==> config.mk <==
export PLATFORM = sky130hd
export DESIGN_NAME = joystick_dir_decoder_flat
export DESIGN_NICKNAME = d
export VERILOG_FILES = /design/src/rtl/joystick_dir_decoder_if.sv /design/src/rtl/joystick_dir_decoder.sv /design/src/flat_wrapper.sv
export SDC_FILE = /design/constraint.sdc
export NUM_CORES = 1
export LEC_CHECK = 0
export ABC_AREA = 0
export CAP_MARGIN = 40
export CELL_PAD_IN_SITES_DETAIL_PLACEMENT = 0
export CELL_PAD_IN_SITES_GLOBAL_PLACEMENT = 1
export CORE_MARGIN = 2
export CORE_UTILIZATION = 45
export CTS_CLUSTER_DIAMETER = 120
export DETAILED_ROUTE_END_ITERATION = 8
export GPL_ROUTABILITY_DRIVEN = 0
export PLACE_DENSITY_LB_ADDON = 0.1
export SLEW_MARGIN = 20
export SYNTH_ARGS = -nofsm -noshare
export SYNTH_HDL_FRONTEND = slang
export SYNTH_SLANG_ARGS = --single-unit
==> constraint.sdc <==
create_clock -name clk -period 2.3 [get_ports clk]
set_input_delay 0.46 -clock clk [delete_from_list [all_inputs] [get_ports clk]]
set_output_delay 0.46 -clock clk [all_outputs]
set_load 0.01 [all_outputs]
==> src/rtl/joystick_dir_decoder_if.sv <==
// rtl/joystick_dir_decoder_if.sv - joystick button inputs and committed-direction outputs
interface joystick_dir_decoder_if;
    logic       btn_up;
    logic       btn_right;
    logic       btn_down;
    logic       btn_left;
    logic       step_tick;
    logic [1:0] direction;
    logic       dir_changed;
    logic       any_pressed;

    modport master (
        output btn_up, btn_right, btn_down, btn_left, step_tick,
        input  direction, dir_changed, any_pressed
    );

    modport slave (
        input  btn_up, btn_right, btn_down, btn_left, step_tick,
        output direction, dir_changed, any_pressed
    );
endinterface

==> src/rtl/joystick_dir_decoder.sv <==
// rtl/joystick_dir_decoder.sv - debounced joystick to snake direction with step-aligned commit
module joystick_dir_decoder #(
    parameter int DEBOUNCE_CYCLES = 250000
) (
    input  logic                 clk,
    input  logic                 reset,
    joystick_dir_decoder_if.slave js
);
    localparam logic [1:0] TOP_DIR    = 2'd0;
    localparam logic [1:0] RIGHT_DIR  = 2'd1;
    localparam logic [1:0] BOTTOM_DIR = 2'd2;
    localparam logic [1:0] LEFT_DIR   = 2'd3;

    localparam int CNT_W = (DEBOUNCE_CYCLES > 1) ? $clog2(DEBOUNCE_CYCLES) : 1;
    localparam logic [CNT_W-1:0] CNT_LAST = CNT_W'(DEBOUNCE_CYCLES - 1);

    // bit order: 0 = up, 1 = right, 2 = down, 3 = left (also the priority order)
    logic [3:0]       raw;
    logic [3:0]       sync_a;
    logic [3:0]       sync_b;
    logic [3:0]       debounced;
    logic [CNT_W-1:0] cnt [4];
    logic [3:0]       accept;
    logic [3:0]       press;

    logic [1:0] direction_q;
    logic       dir_changed_q;
    logic [1:0] pending;
    logic       pending_valid;

    logic       cand_hit;
    logic [1:0] cand;
    logic       commit;
    logic [1:0] ref_dir;
    logic       cand_ok;

    assign raw = {js.btn_left, js.btn_down, js.btn_right, js.btn_up};

    always_comb begin
        accept = '0;
        for (int i = 0; i < 4; i++) begin
            accept[i] = (sync_b[i] != debounced[i]) && (cnt[i] == CNT_LAST);
        end
    end

    // A press is the cycle in which a high level is accepted; releases are ignored
    assign press = accept & sync_b;

    always_ff @(posedge clk) begin
        if (reset) begin
            sync_a    <= '0;
            sync_b    <= '0;
            debounced <= '0;
            for (int i = 0; i < 4; i++) begin
                cnt[i] <= '0;
            end
        end else begin
            sync_a <= raw;
            sync_b <= sync_a;
            for (int i = 0; i < 4; i++) begin
                if (accept[i]) begin
                    debounced[i] <= sync_b[i];
                    cnt[i]       <= '0;
                end else if (sync_b[i] != debounced[i]) begin
                    cnt[i] <= cnt[i] + 1'b1;
                end else begin
                    cnt[i] <= '0;
                end
            end
        end
    end

    always_comb begin
        cand = TOP_DIR;
        if (press[0]) begin
            cand = TOP_DIR;
        end else if (press[1]) begin
            cand = RIGHT_DIR;
        end else if (press[2]) begin
            cand = BOTTOM_DIR;
        end else if (press[3]) begin
            cand = LEFT_DIR;
        end
    end

    assign cand_hit = |press;
    assign commit   = js.step_tick && pending_valid;
    // Judge the candidate against the direction the snake will actually have after this cycle
    assign ref_dir  = commit ? pending : direction_q;
    assign cand_ok  = cand_hit && (cand != ref_dir) && (cand != (ref_dir ^ 2'b10));

    always_ff @(posedge clk) begin
        if (reset) begin
            direction_q   <= TOP_DIR;
            dir_changed_q <= 1'b0;
            pending       <= TOP_DIR;
            pending_valid <= 1'b0;
        end else begin
            if (commit) begin
                direction_q   <= pending;
                dir_changed_q <= (pending != direction_q);
            end else begin
                dir_changed_q <= 1'b0;
            end

            if (cand_ok) begin
                pending       <= cand;
                pending_valid <= 1'b1;
            end else if (js.step_tick) begin
                pending_valid <= 1'b0;
            end
        end
    end

    assign js.direction   = direction_q;
    assign js.dir_changed = dir_changed_q;
    assign js.any_pressed = |debounced;
endmodule

==> src/flat_wrapper.sv <==
// flat-port wrapper written by rule: the top's interface ports become plain ports
module joystick_dir_decoder_flat 
#(
    parameter int DEBOUNCE_CYCLES = 250000
)
  (clk, reset, js_btn_up, js_btn_right, js_btn_down, js_btn_left, js_step_tick, js_direction, js_dir_changed, js_any_pressed);
  joystick_dir_decoder_if js_i ();
  input  logic clk;
  input  logic reset;
  input wire logic [$bits(js_i.btn_up)-1:0] js_btn_up;
  input wire logic [$bits(js_i.btn_right)-1:0] js_btn_right;
  input wire logic [$bits(js_i.btn_down)-1:0] js_btn_down;
  input wire logic [$bits(js_i.btn_left)-1:0] js_btn_left;
  input wire logic [$bits(js_i.step_tick)-1:0] js_step_tick;
  output wire logic [$bits(js_i.direction)-1:0] js_direction;
  output wire logic [$bits(js_i.dir_changed)-1:0] js_dir_changed;
  output wire logic [$bits(js_i.any_pressed)-1:0] js_any_pressed;
  assign js_i.btn_up = js_btn_up;
  assign js_i.btn_right = js_btn_right;
  assign js_i.btn_down = js_btn_down;
  assign js_i.btn_left = js_btn_left;
  assign js_i.step_tick = js_step_tick;
  assign js_direction = js_i.direction;
  assign js_dir_changed = js_i.dir_changed;
  assign js_any_pressed = js_i.any_pressed;
  joystick_dir_decoder #(.DEBOUNCE_CYCLES(DEBOUNCE_CYCLES)) u_core (.clk(clk), .reset(reset), .js(js_i));
endmodule
## Yosys cells after proc, flatten, opt, wreduce, memory -nomap -nowiden

Memories as Yosys holds them, arrays and structs flattened.
Index checks and enable logic that the tools add are counted.

| operators by class | value |
|---|---|
| equal/unequal tests | 11 |
| add/subtract/negate cells | 4 |
| reduce and logical (&&, ||, !) cells | 11 |
| multipliers | 0 |
| order comparisons | 0 |
| muxes and demuxes | 65 |
| bitwise operators | 15 |
| div/mod/pow operators | 0 |
| shift-type cells | 0 |

Operators by type and width:

| cell | number |
|---|---|
| $mux 18 | 12 |
| $add 18x1->18 const B | 4 |
| $eq 18x18->1 const B | 4 |
| $mux 1 | 48 |
| $or 1x1->1 | 12 |
| $mux 2 | 5 |
| $reduce_or 4->1 | 2 |
| $logic_and 1x1->1 | 7 |
| $ne 2x2->1 | 3 |
| $and 4x4->4 | 1 |
| $ne 1x1->1 | 4 |
| $not 1->1 | 2 |
| $reduce_bool 2->1 | 1 |
| $reduce_or 2->1 | 1 |

| storage, ports and cells | value |
|---|---|
| word-level logic and storage cells | 117 |
| input port bits | 7 |
| register bits | 18 |
| bits in latches | 0 |
| RAM bits | 72 |
| bits in read-only memories | 0 |
| output and inout port bits | 4 |
| memories kept | 1 |

Memories:

| name | depth | bits a word | rd ports | clocked after Yosys merged registers in | write ports | line | source |
|---|---|---|---|---|---|---|---|
| u_core.cnt | 4 | 18 | 4 | 0 | 4 | joystick_dir_decoder.sv:22 | `logic [CNT_W-1:0] cnt [4];` |

## Logic depth before layout (Yosys ltp)

Gate-level depths: netlist of run 1.

| logic depth | value |
|---|---|
| word-level depth | 11 |
| depth in mapped cells | 8 |
| mapped depth without buffers | 6 |

## Worst setup path before layout of run 1

OpenSTA, ideal clock, no wires.

| timing | value |
|---|---|
| path kind | reg2reg |
| start point | memory u_core.cnt[0][4] (netlist bit) |
| end point | register u_core.pending[1] |
| path slack | 117 ps |
| buffers on the path | 0 |
| clock period less this slack | 2183 ps |
| library setup time | 86 ps |
| stages on the path, launching flop included | 6 |
| arrival | 2097 ps |
| data required time | 2214 ps |
| cells stage by stage | edfxtp_1 -> or4b_1 -> nor3_1 -> and3_2 -> mux2_2 -> a221oi_2 |

RTL lines:

| what | line | source |
|---|---|---|
| start, declared | joystick_dir_decoder.sv:22 |  |
| end signal, assigned | joystick_dir_decoder.sv:107 | `pending <= cand;` |
| end, declared | joystick_dir_decoder.sv:28 | `logic [1:0] pending;` |

## Worst setup path after layout of run 1

| timing | value |
|---|---|
| start point | register u_core.debounced[2] |
| end point | output port js_any_pressed |

| on the way | value |
|---|---|
| word-level cells in the longest chain between the ends | 1 |

RTL lines:

| what | line | source |
|---|---|---|
| start, declared | joystick_dir_decoder.sv:21 | `logic [3:0] debounced;` |
| start signal, assigned by index | joystick_dir_decoder.sv:62 | `debounced[i] <= sync_b[i];` |
| $reduce_or 4->1 | joystick_dir_decoder.sv:117 | `assign js.any_pressed = \|debounced;` |
| end, declared | flat_wrapper.sv:17 | `output wire logic [$bits(js_i.any_pressed)-1:0] js_any_pressed;` |

No other way between the ends.

==> results of run 1 <==
cell families (layout without fill, tap and decap cells):
| family | Yosys count | in the layout |
|---|---|---|
| AO/OA/AOI/OAI | 12 | 12 |
| XOR/XNOR | 70 | 70 |
| adder cells (fa/ha/maj) | 4 | 4 |
| buffers and inverters | 22 | 54 |
| flip-flops | 90 | 90 |
| multiplexers | 6 | 6 |
| other | 1 | 72 |
| AND/OR/NAND/NOR | 240 | 240 |
Yosys cell counts (all sizes together) (10+ instances only):
library cell / number
nor2b: 10
xnor2: 43
inv: 10
nor4: 10
xor2: 27
and3: 12
nand4: 13
nor2: 94
dfxtp: 18
edfxtp: 72
nand3: 25
nand2: 30
routing by layer:
metal	GRT usage	routed length (um)	vias to the layer above
met3	0.0245	154	10
met2	0.258	3770	21
met5	0	0	-
li1	-	-	1689
met1	0.219	4210	1523
met4	0.0658	125	0
sequential cells by signal, summed over array words and instances (netlist names):
| register | cells |
|---|---|
| u_core.cnt | 72 |
| u_core.pending_valid | 1 |
| u_core.js.dir_changed | 1 |
| u_core.sync_b | 4 |
| u_core.pending | 2 |
| u_core.debounced | 4 |
| u_core.sync_a | 4 |
| u_core.js.direction | 2 |
power groups by stage:
stage	Clock [mW]	Combinational, mW	Sequential (mW)
final	1.04	0.168	1.88
after detailed placement	0	0.164	1.92
after CTS	1.06	0.165	1.88
after global placement	0	0.163	1.92
after floorplan	0	0.120	1.90
after global routing	1.13	0.194	1.89
worst min-delay path by stage:
| stage | start | to | slack [ns] |
|---|---|---|---|
| 2_1_floorplan | u_core.sync_a[0] | u_core.sync_b[0] | 0.41 |
| 5_1_grt | u_core.sync_a[1] | u_core.sync_b[1] | 0.46 |
| 6_report | u_core.sync_a[1] | u_core.sync_b[1] | 0.44 |
| 3_3_place_gp | u_core.sync_a[1] | u_core.sync_b[1] | 0.42 |
| 3_5_place_dp | u_core.sync_a[1] | u_core.sync_b[1] | 0.42 |
| 4_1_cts | u_core.sync_a[1] | u_core.sync_b[1] | 0.44 |
timing repair:
item / CTS / global route
hold buffers: 0 / 0
gates resized for setup: 0 / 2
setup endpoints to repair: 0 / 18
cell type report:
class / instances / area [um2] / area share
tap: 136 / 170 / 0.0310
sequential: 90 / 2520 / 0.459
timing repair buffer: 28 / 248 / 0.0451
inverter: 10 / 37.5 / 0.00683
clock buffer: 14 / 174 / 0.0317
clock inverter: 2 / 10.0 / 0.00182
multi-input combinational: 404 / 2330 / 0.424
metrics by stage:
stage	instance area, um2	setup WS (ns)	util
after CTS	5480	0.0267	0.536
after floorplan	4950	0.117	-
final	5490	0.0682	0.537
after global placement	5300	0.168	0.518
after detailed placement	5300	0.118	0.518
after global routing	5490	0.00273	0.537
==> impl_metrics.json, run 1 <==
{
  "status": "completed",
  "cp.required_ns": 1.84,
  "path_depth": 2,
  "tritoncts": "done",
  "avgRoutedWirePerCell_um": 12.1,
  "die_area_um2": 11200,
  "swShare": 0.226,
  "final_nets": 554,
  "worstPathMaxFanout": 4,
  "cp-end-kind": "output pin",
  "fin_cells": 684,
  "setup.worst_path.start": "u_core.debounced[2]",
  "place_inst": 668,
  "slowest_stage": "or4_1",
  "p_clk_frac": 0.336,
  "die_w_um": 106,
  "async_flop_share": 0,
  "grt_pass1_wl_um": 14500,
  "io_buffers": 10,
  "synth-edff-count": 72,
  "tritoncts.num_buffers": 9,
  "report.final.setup_viol": 0,
  "critPathMaxStageDelay_ns": 0.57,
  "synth_compound_area_frac": 0.0203,
  "fin_hold_ws_ns": 0.442,
  "path_delay_family": "simple AND/OR/NAND/NOR gates",
  "yosysSeqAreaShare": 0.538,
  "syn_to_final_growth_pct": 17.2,
  "grt_usage": 0.161,
  "fillCellCount": 976,
  "grt-ovfl-total": 0,
  "dp_hpwl_um": 6180,
  "synth_area_leaders": "edfxtp_1, xnor2_1, dfxtp_1, nor2_1, xor2_1",
  "synthAdderAreaFrac": 0.0107,
  "synth_seq_cells": 90,
  "worstRegToRegCells": 5,
  "netlist.top_cell.by_area": "edfxtp_1",
  "start_util": 0.458,
  "crit_chain": "or4_1 > clkdlybuf4s50_1",
  "fin_skew_ns": 0.00521,
  "final_layout_size_suffix_gt1_frac": 0.0821,
  "fmax_mhz": 448,
  "final_cell_mix": "nor2_1, edfxtp_1, conb_1",
  "final_common_cell": "nor2_1",
  "worstMarginPinSlew_ns": 0.495,
  "internal_power_mw": 2.39,
  "avgSynthCellArea_um2": 10.5,
  "postCtsSetupBuffers": 0,
  "crit_buf_inv": 1,
  "cts.clk_slew.worst_paths_ns": 0.09,
  "drt_iter0_markers": 107,
  "die_h_um": 106,
  "switchingPower_mw": 0.697,
  "synth-simple-area-share": 0.262,
  "synth_top_family_by_area": "simple AND/OR/NAND/NOR gates",
  "finalPower_mw": 3.09,
  "worstSkewPairLatency_ns": 0.35,
  "rows": 37,
  "slew_viol_final": 0,
  "synth.top_cell.area_share": 0.461,
  "cts_root_buf": "clkbuf_8",
  "routed_wl_um": 8260,
  "cts_max_path_buffers": 2,
  "period_share": 0.970,
  "p_comb_frac": 0.055,
  "core-area_um2": 10200,
  "drt_pre_antenna_iters": 4,
  "ios": 11,
  "worstPathArrival_ns": 1.77,
  "h-tree-depth": 3,
  "hold_depth": 1,
  "leakage_nw": 1.93,
  "grt_pass1_vias": 3197,
  "fin_tns_setup_ns": 0,
  "drc": 0,
  "slew_headroom": 0.667,
  "fin_crit_ns": 2.23,
  "power_density_nw_per_um2": 562,
  "synth_cell_type_count": 49,
  "synth-xor-area-share": 0.131,
  "clock_sinks": 90,
  "seq_power_share": 0.610,
  "rsz0062_at_grt": "false",
  "final_hold_viol_count": 0,
  "antenna_cells": 0,
  "r2r-end": "u_core.pending[1]",
  "start_kind": "flop",
  "synth_top_flop_cell": "edfxtp_1",
  "antenna_found_initial": 0,
  "hold_class": "flop to flop",
  "peakVddDrop_v": 0.000259,
  "num_vias": 3243,
  "grt_max_degree": 19,
  "syn_inst": 445,
  "ant_nets": 0,
  "r2r_start": "u_core.cnt[0][6]",
  "vias_per_cell": 4.74,
  "crit_path_end": "js_any_pressed",
  "max_cap_viol_count": 0,
  "syn_area_um2": 4690,
  "synth.area.mux_share": 0.0133,
  "reg2reg_slack_ns": 0.18,
  "yosys_warnings": 0,
  "crit_type": "flop to output pin"
}
Power figures use the tool's default switching activity.
==> inputs of run 2 (changes only) <==
--- a/config.mk
+++ b/config.mk
@@ -13,2 +13,3 @@
 export CORE_UTILIZATION = 45
+export CTS_BUF_LIST = sky130_fd_sc_hd__clkbuf_16
 export CTS_CLUSTER_DIAMETER = 120
==> constraint.sdc (replaced) <==
create_clock -name clk -period 2.3 [get_ports clk]
set_input_delay 0.69 -clock clk [delete_from_list [all_inputs] [get_ports clk]]
set_output_delay 0.69 -clock clk [all_outputs]
set_load 0.01 [all_outputs]
==> run 2 against run 1 <==
Against the previous run: sequential share of layout area shrank 1.0 points; hold slack lost 0.010 ns; count of clock-buffer cells in the layout shrank 5; final area grew 2.3%; critical path type unchanged.
==> impl_metrics.json, run 2 (synthesis gave the netlist of run 1 again) <==
{
  "clock_sinks": 90,
  "start_kind": "flop",
  "status": "completed",
  "postCtsSetupBuffers": 0,
  "die_h_um": 106,
  "hold_class": "flop to flop",
  "worstPathArrival_ns": 1.57,
  "tritoncts.num_buffers": 9,
  "finalPower_mw": 3.48,
  "critPathMaxStageDelay_ns": 0.57,
  "power_density_nw_per_um2": 620,
  "core-area_um2": 10200,
  "dp_hpwl_um": 5960,
  "crit_type": "flop to output pin",
  "drt_iter0_markers": 131,
  "die_w_um": 106,
  "worstMarginPinSlew_ns": 0.556,
  "ios": 11,
  "grt-ovfl-total": 0,
  "slew_headroom": 0.626,
  "final_nets": 557,
  "syn_to_final_growth_pct": 19.9,
  "fin_skew_ns": 0.00868,
  "slowest_stage": "or4_1",
  "final_hold_viol_count": 0,
  "io_buffers": 10,
  "grt_pass1_wl_um": 13800,
  "period_share": 0.983,
  "rsz0062_at_grt": "false",
  "cts_max_path_buffers": 2,
  "final_layout_size_suffix_gt1_frac": 0.0889,
  "antenna_cells": 0,
  "rows": 37,
  "hold_buffers": 0,
  "leakage_nw": 2.00,
  "cp.required_ns": 1.61,
  "cts_root_buf": "clkbuf_16",
  "fmax_mhz": 442,
  "routed_wl_um": 8080,
  "place_inst": 671,
  "post-place-ws_ns": -0.0222,
  "cp-end-kind": "output pin",
  "fillCellCount": 918,
  "num_vias": 3243,
  "slew_viol_final": 0,
  "vias_per_cell": 4.72,
  "drt_pre_antenna_iters": 4,
  "worstPathMaxFanout": 4,
  "cts_resized": 1,
  "drc": 0,
  "ant_nets": 0,
  "h-tree-depth": 3,
  "crit_chain": "or4_1 > dlygate4sd2_1",
  "worstSkewPairLatency_ns": 0.35,
  "antenna_found_initial": 0,
  "grt_usage": 0.156,
  "largest_reg_flops": 72,
  "start_util": 0.458,
  "peakVddDrop_v": 0.000320,
  "grt_max_degree": 19,
  "fin_crit_ns": 2.26,
  "fin_ws_ns": 0.0392,
  "report.final.setup_viol": 0,
  "fin_cells": 687,
  "grt_pass1_vias": 2969,
  "max_cap_viol_count": 0,
  "die_area_um2": 11200,
  "cts.clk_slew.worst_paths_ns": 0.06,
  "tritoncts": "done",
  "avgRoutedWirePerCell_um": 11.8,
  "final_common_cell": "nor2_1",
  "regMostFlops": "u_core.cnt",
  "final_cell_mix": "nor2_1, edfxtp_1, conb_1"
}
-- run 2: cell count changes in the layout (fill, tap and decap cells not counted), sizes merged --
cell / previous run / this run
clkbuf: 14 / 9
buf: 18 / 21
clkinvlp: 0 / 2
bufinv: 0 / 1
clkdlybuf4s50: 10 / 9
clkinv: 2 / 3
dlygate4sd2: 0 / 1
inv: 10 / 11
-- run 2: final timing paths --
check,from,cells after the start,endpoint,slack [ns]
worst max-delay path,u_core.debounced[2],2,js_any_pressed,0.04
worst min-delay path,u_core.sync_a[2],1,u_core.sync_b[2],0.43
worst max register to register,u_core.cnt[0][41],6,u_core.cnt[0][45],0.16
worst min register to register,u_core.sync_a[2],1,u_core.sync_b[2],0.43
-- run 2: per-stage QoR --
| stage | hold slack [ns] | TNS (ns) | instance area (um2) | util |
|---|---|---|---|---|
| finish | 0.431 | 0 | 5620 | 0.549 |
| CTS | 0.440 | 0 | 5610 | 0.548 |
| detailed placement | 0.423 | -0.0222 | 5320 | 0.520 |
| global placement | 0.419 | 0 | 5320 | 0.520 |
| floorplan | 0.414 | 0 | 4950 | - |
| global route | 0.453 | 0 | 5620 | 0.549 |
-- run 2: power breakdown --
part | internal (mW) | total [mW] | switching (mW) | leakage, nW
clock | 0.828 | 1.43 | 0.605 | 0.138
combinational | 0.0824 | 0.170 | 0.0879 | 0.968
sequential | 1.82 | 1.88 | 0.0602 | 0.890
-- run 2: area by class of cell --
class	instances	area (um2)	share of cell area
sequential	90	2520	0.449
multi-input combinational	404	2330	0.415
timing repair buffer	31	269	0.0479
clock buffer	9	225	0.0401
tap	136	170	0.0303
clock inverter	7	61.3	0.0109
inverter	10	37.5	0.00668
-- run 2: critical path: cells and delay by family (launching register included) --
kind,cells,cell delay [ns]
buf+inv,1,0.32
flops,1,0.34
simple gates,1,0.57
-- run 2: metal layers --
| metal | track usage | routed length [um] | share of wire |
|---|---|---|---|
| met4 | 0.0846 | 118 | 0.015 |
| met3 | 0.0258 | 198 | 0.025 |
| met2 | 0.233 | 3510 | 0.43 |
| met1 | 0.217 | 4250 | 0.53 |
| met5 | 0 | 0 | 0 |
==> inputs of run 3 (changes only) <==
CORE_UTILIZATION = 46   (was 45)
DONT_BUFFER_PORTS = 1   (was unset)
==> run 3 against run 2 <==
Against the previous run: maximum frequency increased by 3.8%; sequential share of layout area increased by 1.6 points; utilization increased by 0.39 points; combinational power decreased by 15%; critical path depth increased by 3; sequential cell count unchanged; final cell count decreased by 3.2%; count of clock-buffer cells in the layout unchanged; largest cell class unchanged; highest routed layer unchanged.
==> impl_metrics.json, run 3 (synthesis gave the netlist of run 1 again) <==
{
  "status": "completed",
  "p_comb_frac": 0.043,
  "drc": 0,
  "h-tree-depth": 3,
  "vias_per_cell": 4.77,
  "drt_pre_antenna_iters": 4,
  "start_kind": "flop",
  "power_density_nw_per_um2": 617,
  "hold_class": "primary input to flop",
  "avgRoutedWirePerCell_um": 12.3,
  "path_delay_family": "simple AND/OR/NAND/NOR gates",
  "cp.required_ns": 2.55,
  "grt_pass1_wl_um": 14100,
  "fin_crit_ns": 2.18,
  "critPathMaxStageDelay_ns": 0.55,
  "rows": 36,
  "cts.clk_slew.worst_paths_ns": 0.06,
  "cts_root_buf": "clkbuf_16",
  "fillCellCount": 924,
  "drt_iter0_markers": 78,
  "die_h_um": 105,
  "seq_power_share": 0.563,
  "peakVddDrop_v": 0.000281,
  "antenna_found_initial": 0,
  "crit_chain": "or4b_1 > nor3_1 > and3_2 > mux2_2 > a221oi_2",
  "report.final.setup_viol": 0,
  "fmax_mhz": 459,
  "worstMarginPinSlew_ns": 0.490,
  "switchingPower_mw": 0.741,
  "slew_viol_final": 0,
  "routed_wl_um": 8210,
  "die_area_um2": 11000,
  "final_cell_mix": "nor2_1, edfxtp_1, conb_1",
  "fin_ws_ns": 0.122,
  "period_share": 0.947,
  "internal_power_mw": 2.61,
  "crit_type": "flop to flop",
  "ios": 11,
  "start_util": 0.477,
  "grt_max_degree": 24,
  "leakage_nw": 1.91,
  "slew_headroom": 0.671,
  "die_w_um": 105,
  "fin_tns_setup_ns": 0,
  "final_layout_size_suffix_gt1_frac": 0.0695,
  "cts_max_path_buffers": 2,
  "swShare": 0.221,
  "fin_skew_ns": 0.00788,
  "syn_to_final_growth_pct": 15.9,
  "regMostFlops": "u_core.cnt",
  "crit_buf_inv": 0,
  "final_hold_viol_count": 0,
  "max_cap_viol_count": 0,
  "worstPathArrival_ns": 2.42,
  "clock_sinks": 90,
  "largest_reg_flops": 72,
  "final_nets": 538,
  "dp_hpwl_um": 5950,
  "final_common_cell": "nor2_1",
  "tritoncts": "done",
  "grt-ovfl-total": 0,
  "io_buffers": 0,
  "cp-end-kind": "flop",
  "antenna_cells": 0,
  "tritoncts.num_buffers": 9,
  "grt_pass1_vias": 3157,
  "worstPathMaxFanout": 4,
  "rsz0062_at_grt": "false",
  "p_clk_frac": 0.394,
  "ant_nets": 0,
  "worstSkewPairLatency_ns": 0.34,
  "slowest_stage": "or4b_1",
  "core-area_um2": 9820,
  "post-place-ws_ns": 0.150,
  "grt_usage": 0.159,
  "num_vias": 3174
}
==> run 3: cell count changes in the layout (fill, tap and decap cells not counted), moves of 2 or more <==
| cell | previous run | this run |
|---|---|---|
| clkinvlp_4 | 2 | 0 |
| clkinv_4 | 0 | 2 |
| buf_4 | 20 | 10 |
| clkdlybuf4s50_1 | 9 | 0 |
==> run 3: final timing paths <==
check	from	endpoint	slack [ns]	cells after the start
worst min register to register	u_core.sync_a[1]	u_core.sync_b[1]	0.44	1
worst max register to register	u_core.cnt[0][6]	u_core.pending[1]	0.12	5
worst min-delay path	reset	u_core.sync_a[3]	0.42	1
worst max-delay path	u_core.cnt[0][6]	u_core.pending[1]	0.12	5
==> run 3: metal layers <==
metal  GRT usage  wire length [um]
met5           0                 0
met1       0.207              4070
met3      0.0287               162
met2       0.257              3820
met4      0.0771               157
==> run 3: worst reg2reg max path: cells and delay by family (launching register included) <==
kind	cells	cell delay [ns]
DFF	1	0.44
AOI/OAI and AO/OA	1	0.22
and+or+nand+nor	3	1.09
muxes	1	0.35
==> run 3: metrics by stage <==
stage	power, mW	util	hold slack (ns)	instance area [um2]	std cells
global placement	2.06	0.526	0.421	5160	649
global route	3.48	0.553	0.408	5430	665
detailed placement	2.06	0.526	0.424	5160	649
CTS	3.39	0.552	0.410	5430	665
floorplan	2.02	-	0.414	4950	516
finish	3.35	0.553	0.424	5430	665
==> run 3: power groups by stage <==
| stage | combinational, mW | sequential [mW] | clock [mW] |
|---|---|---|---|
| 4_1_cts | 0.143 | 1.89 | 1.36 |
| 3_5_place_dp | 0.142 | 1.92 | 0 |
| 3_3_place_gp | 0.141 | 1.92 | 0 |
| 2_1_floorplan | 0.120 | 1.90 | 0 |
| 6_report | 0.145 | 1.89 | 1.32 |
| 5_1_grt | 0.166 | 1.90 | 1.42 |
==> run 3: layout make-up <==
class	instances	area [um2]	area share
sequential	90	2520	0.465
tap	133	166	0.0306
inverter	10	37.5	0.00691
clock buffer	9	225	0.0415
multi-input combinational	404	2330	0.428
clock inverter	7	37.5	0.00691
timing repair buffer	12	115	0.0212
==> run 3: what timing repair did <==
item,in CTS,in global routing
endpoints found under the setup margin,0,1
hold buffers,0,0
resized for setup,0,1
buffers inserted,0,0
==> variant 1, RTL diff (config.mk and constraints of run 3) <==
`DEBOUNCE_CYCLES` is set to 250000 in 2 places; all go to 1000000.
--- a/src/rtl/joystick_dir_decoder.sv
+++ b/src/rtl/joystick_dir_decoder.sv
@@ -1,6 +1,6 @@
 // rtl/joystick_dir_decoder.sv - debounced joystick to snake direction with step-aligned commit
 module joystick_dir_decoder #(
-    parameter int DEBOUNCE_CYCLES = 250000
+    parameter int DEBOUNCE_CYCLES = 1000000
 ) (
     input  logic                 clk,
     input  logic                 reset,
--- a/src/flat_wrapper.sv
+++ b/src/flat_wrapper.sv
@@ -1,7 +1,7 @@
 // flat-port wrapper written by rule: the top's interface ports become plain ports
 module joystick_dir_decoder_flat 
 #(
-    parameter int DEBOUNCE_CYCLES = 250000
+    parameter int DEBOUNCE_CYCLES = 1000000
 )
   (clk, reset, js_btn_up, js_btn_right, js_btn_down, js_btn_left, js_step_tick, js_direction, js_dir_changed, js_any_pressed);
   joystick_dir_decoder_if js_i ();
Function: no difference found for any inputs over 10 cycles, from zero or initial values and one cycle with reset high; that may be too few to reach the edited logic, so the function may still have changed.
==> variant 1 against run 3 <==
Via count rose by 7.7%. Power grew 11%. Sequential cell count up 8. Largest power group unchanged. Synthesized area is 8.4% higher. Clock skew decreased by 0.00099 ns. Setup slack improved by 0.12 ns. Routed wire length rose by 6.4%. Final area up 8.4%.
==> variant 1: results <==
[global_route]
grt_max_degree = 25
grt_usage = 0.161
grt_pass1_vias = 3298
grt_pass1_wl_mm = 15.1

[worst_setup_path]
timing.rr.start = "u_core.cnt[0][0]"
crit_fanout = 6
cp-startpoint = "u_core.cnt[0][0]"
critPathSlowestCell = "or4b_4"
rrSetupSlack_ns = 0.24

[cells_and_area]
largest_register_ffs = 80
multi_input_gates = 436
fillers = 984
layout.nonclk_buf_frac = 0.0149
clkbuf_count = 10
sh_seq_area = 0.469
multi_input_area_share = 0.427

[placement]
place_area_sq_um = 5570
place_ws_ns = 0.148
dp.cells = 696

[route]
vias = 3418
drtIter0Drc = 112
drt-total-wl_mm = 8.74

[pwr]
p_clk_frac = 0.411
leakage_nw = 2.06

[synthesis]
avgSynthCellArea_sq_um = 10.6

[outcome]
status = "finished, final reports clean"

[timing]
clock_skew_ns = 0.00688
max_freq_mhz = 485
hold_ws_ns = 0.415
-- variant 1: cell count changes in the layout (fill, tap and decap cells not counted), moves of 4 or more --
cell      delta
and4_1       +5
nand4b_1     -4
xor2_1       +8
nand3_1      +4
nand4_1      +5
inv_1        +5
nor2_1       +4
conb_1       +8
edfxtp_1     +8
-- variant 1: kinds of logic after synthesis --
logic type	synth area share
AO/OA/AOI/OAI	0.0202
XOR/XNOR	0.135
adder cells (fa/ha/maj)	0.00986
buffers and inverters	0.0214
flip-flops	0.544
multiplexers	0.00616
other	0.000738
AND/OR/NAND/NOR	0.263
-- variant 1: per-layer routing --
layer / up-vias / GRT usage / routed length, um
met5: - / 0 / 0
met4: 0 / 0.0778 / 168
met3: 10 / 0.0233 / 194
met2: 28 / 0.253 / 4000
met1: 1579 / 0.218 / 4370
li1: 1801 / - / -
==> variant 2, RTL diff (flow settings as in run 3) <==
Made on the original files. Reset style: asynchronous (`reset`), changed in 2 clocked blocks.
--- a/src/rtl/joystick_dir_decoder.sv
+++ b/src/rtl/joystick_dir_decoder.sv
@@ -46,7 +46,7 @@
     // A press is the cycle in which a high level is accepted; releases are ignored
     assign press = accept & sync_b;
 
-    always_ff @(posedge clk) begin
+    always_ff @(posedge clk or posedge reset) begin
         if (reset) begin
             sync_a    <= '0;
             sync_b    <= '0;
@@ -89,7 +89,7 @@
     assign ref_dir  = commit ? pending : direction_q;
     assign cand_ok  = cand_hit && (cand != ref_dir) && (cand != (ref_dir ^ 2'b10));
 
-    always_ff @(posedge clk) begin
+    always_ff @(posedge clk or posedge reset) begin
         if (reset) begin
             direction_q   <= TOP_DIR;
             dir_changed_q <= 1'b0;
Behaviour: same outputs for any inputs over 10 cycles, from zero or initial values and one cycle with reset high; that may be too few to reach the edited logic, so the function may still have changed.
==> variant 2 against run 3 <==
Final area fell by 13%. Setup slack gained 0.13 ns. Synthesized cell count down 9.0%. First-iteration DRC count up 23%. Routed wire length is 8.2% lower. Largest power group unchanged. Cell count shrank 20%. Clock skew hardly changed. Non-clock buffer count shrank 3. Sequential cell count did not move. Global-route usage increased by 0.98 points. Power decreased by 5.4%. Synthesized area decreased by 9.8%.
==> variant 2: results <==
[cells_and_area]
clkCellAreaFrac = 0.0623
nets = 431
multi_input_area_sq_um = 1930
multi_input_gates = 305
signal_buffers = 9
drive_gt1_frac = 0.0988
inv_count = 5
seq_cells = 90
multi_input_area_share = 0.408

[synthesis]
synth_most_common_cell = "dfrtp_1"
synth_fa_ha_area_frac = 0.0118
async_flop_share = 1.00
synthTopCellsByArea = "dfrtp_1 (53%), xnor2_1 (8.1%), nor2_1 (7.2%)"
synth_compound_area_frac = 0.0198
synth_cell_types = 41
synth_common_cells = "dfrtp_1 (90), nor2_1 (81), xnor2_1 (39)"
synth_mux_area_frac = 0.0157
ys_seq_area_frac = 0.533

[global_route]
grt_usage = 0.169
grt_pass1_wl_mm = 13.6
grt_max_degree = 39

[timing]
clock_skew_ns = 0.00755
worst_slew_pin_slew_ns = 0.626

[worst_setup_path]
regToRegEndpoint = "u_core.cnt[28]"
crit_fanout = 5
cp-endpoint = "js_any_pressed"
rrSetupSlack_ns = 0.35
timing.rr.start = "u_core.cnt[29]"

[placement]
dp.cells = 517
place_area_sq_um = 4430

[pwr]
ir_drop_mv = 0.383
leakage_nw = 2.08

[min_path]
hold_path_class = "primary input to async pin"

[outcome]
status = "finished, final reports clean"

[route]
via_per_inst = 5.38
variant 2: layer usage:
metal | track usage | routed length (um) | vias to the layer above
li1 | - | - | 1423
met1 | 0.233 | 3750 | 1402
met2 | 0.267 | 3440 | 39
met3 | 0.0404 | 244 | 6
met4 | 0.0537 | 96 | 0
met5 | 0 | 0 | -
variant 2: logic make-up (layout without fill, tap and decap cells):
logic type / Yosys count / after routing
muxes: 6 / 6
DFF: 90 / 90
AOI/OAI and AO/OA: 8 / 8
xor gates and xnor gates: 70 / 70
and+or+nand+nor: 217 / 217
adders and majority gates: 4 / 4
buffers and inverters: 10 / 30
variant 2: power breakdown:
part           total (mW)  internal [mW]  switching (mW)
combinational       0.100         0.0338          0.0663
sequential           1.63           1.61          0.0185
clock                1.44          0.840           0.603
variant 2: through the flow:
stage,utilization,worst slack [ns]
2_1_floorplan,-,0.522
4_1_cts,0.536,0.222
3_3_place_gp,0.503,0.407
5_1_grt,0.536,0.186
6_report,0.536,0.251
3_5_place_dp,0.503,0.354
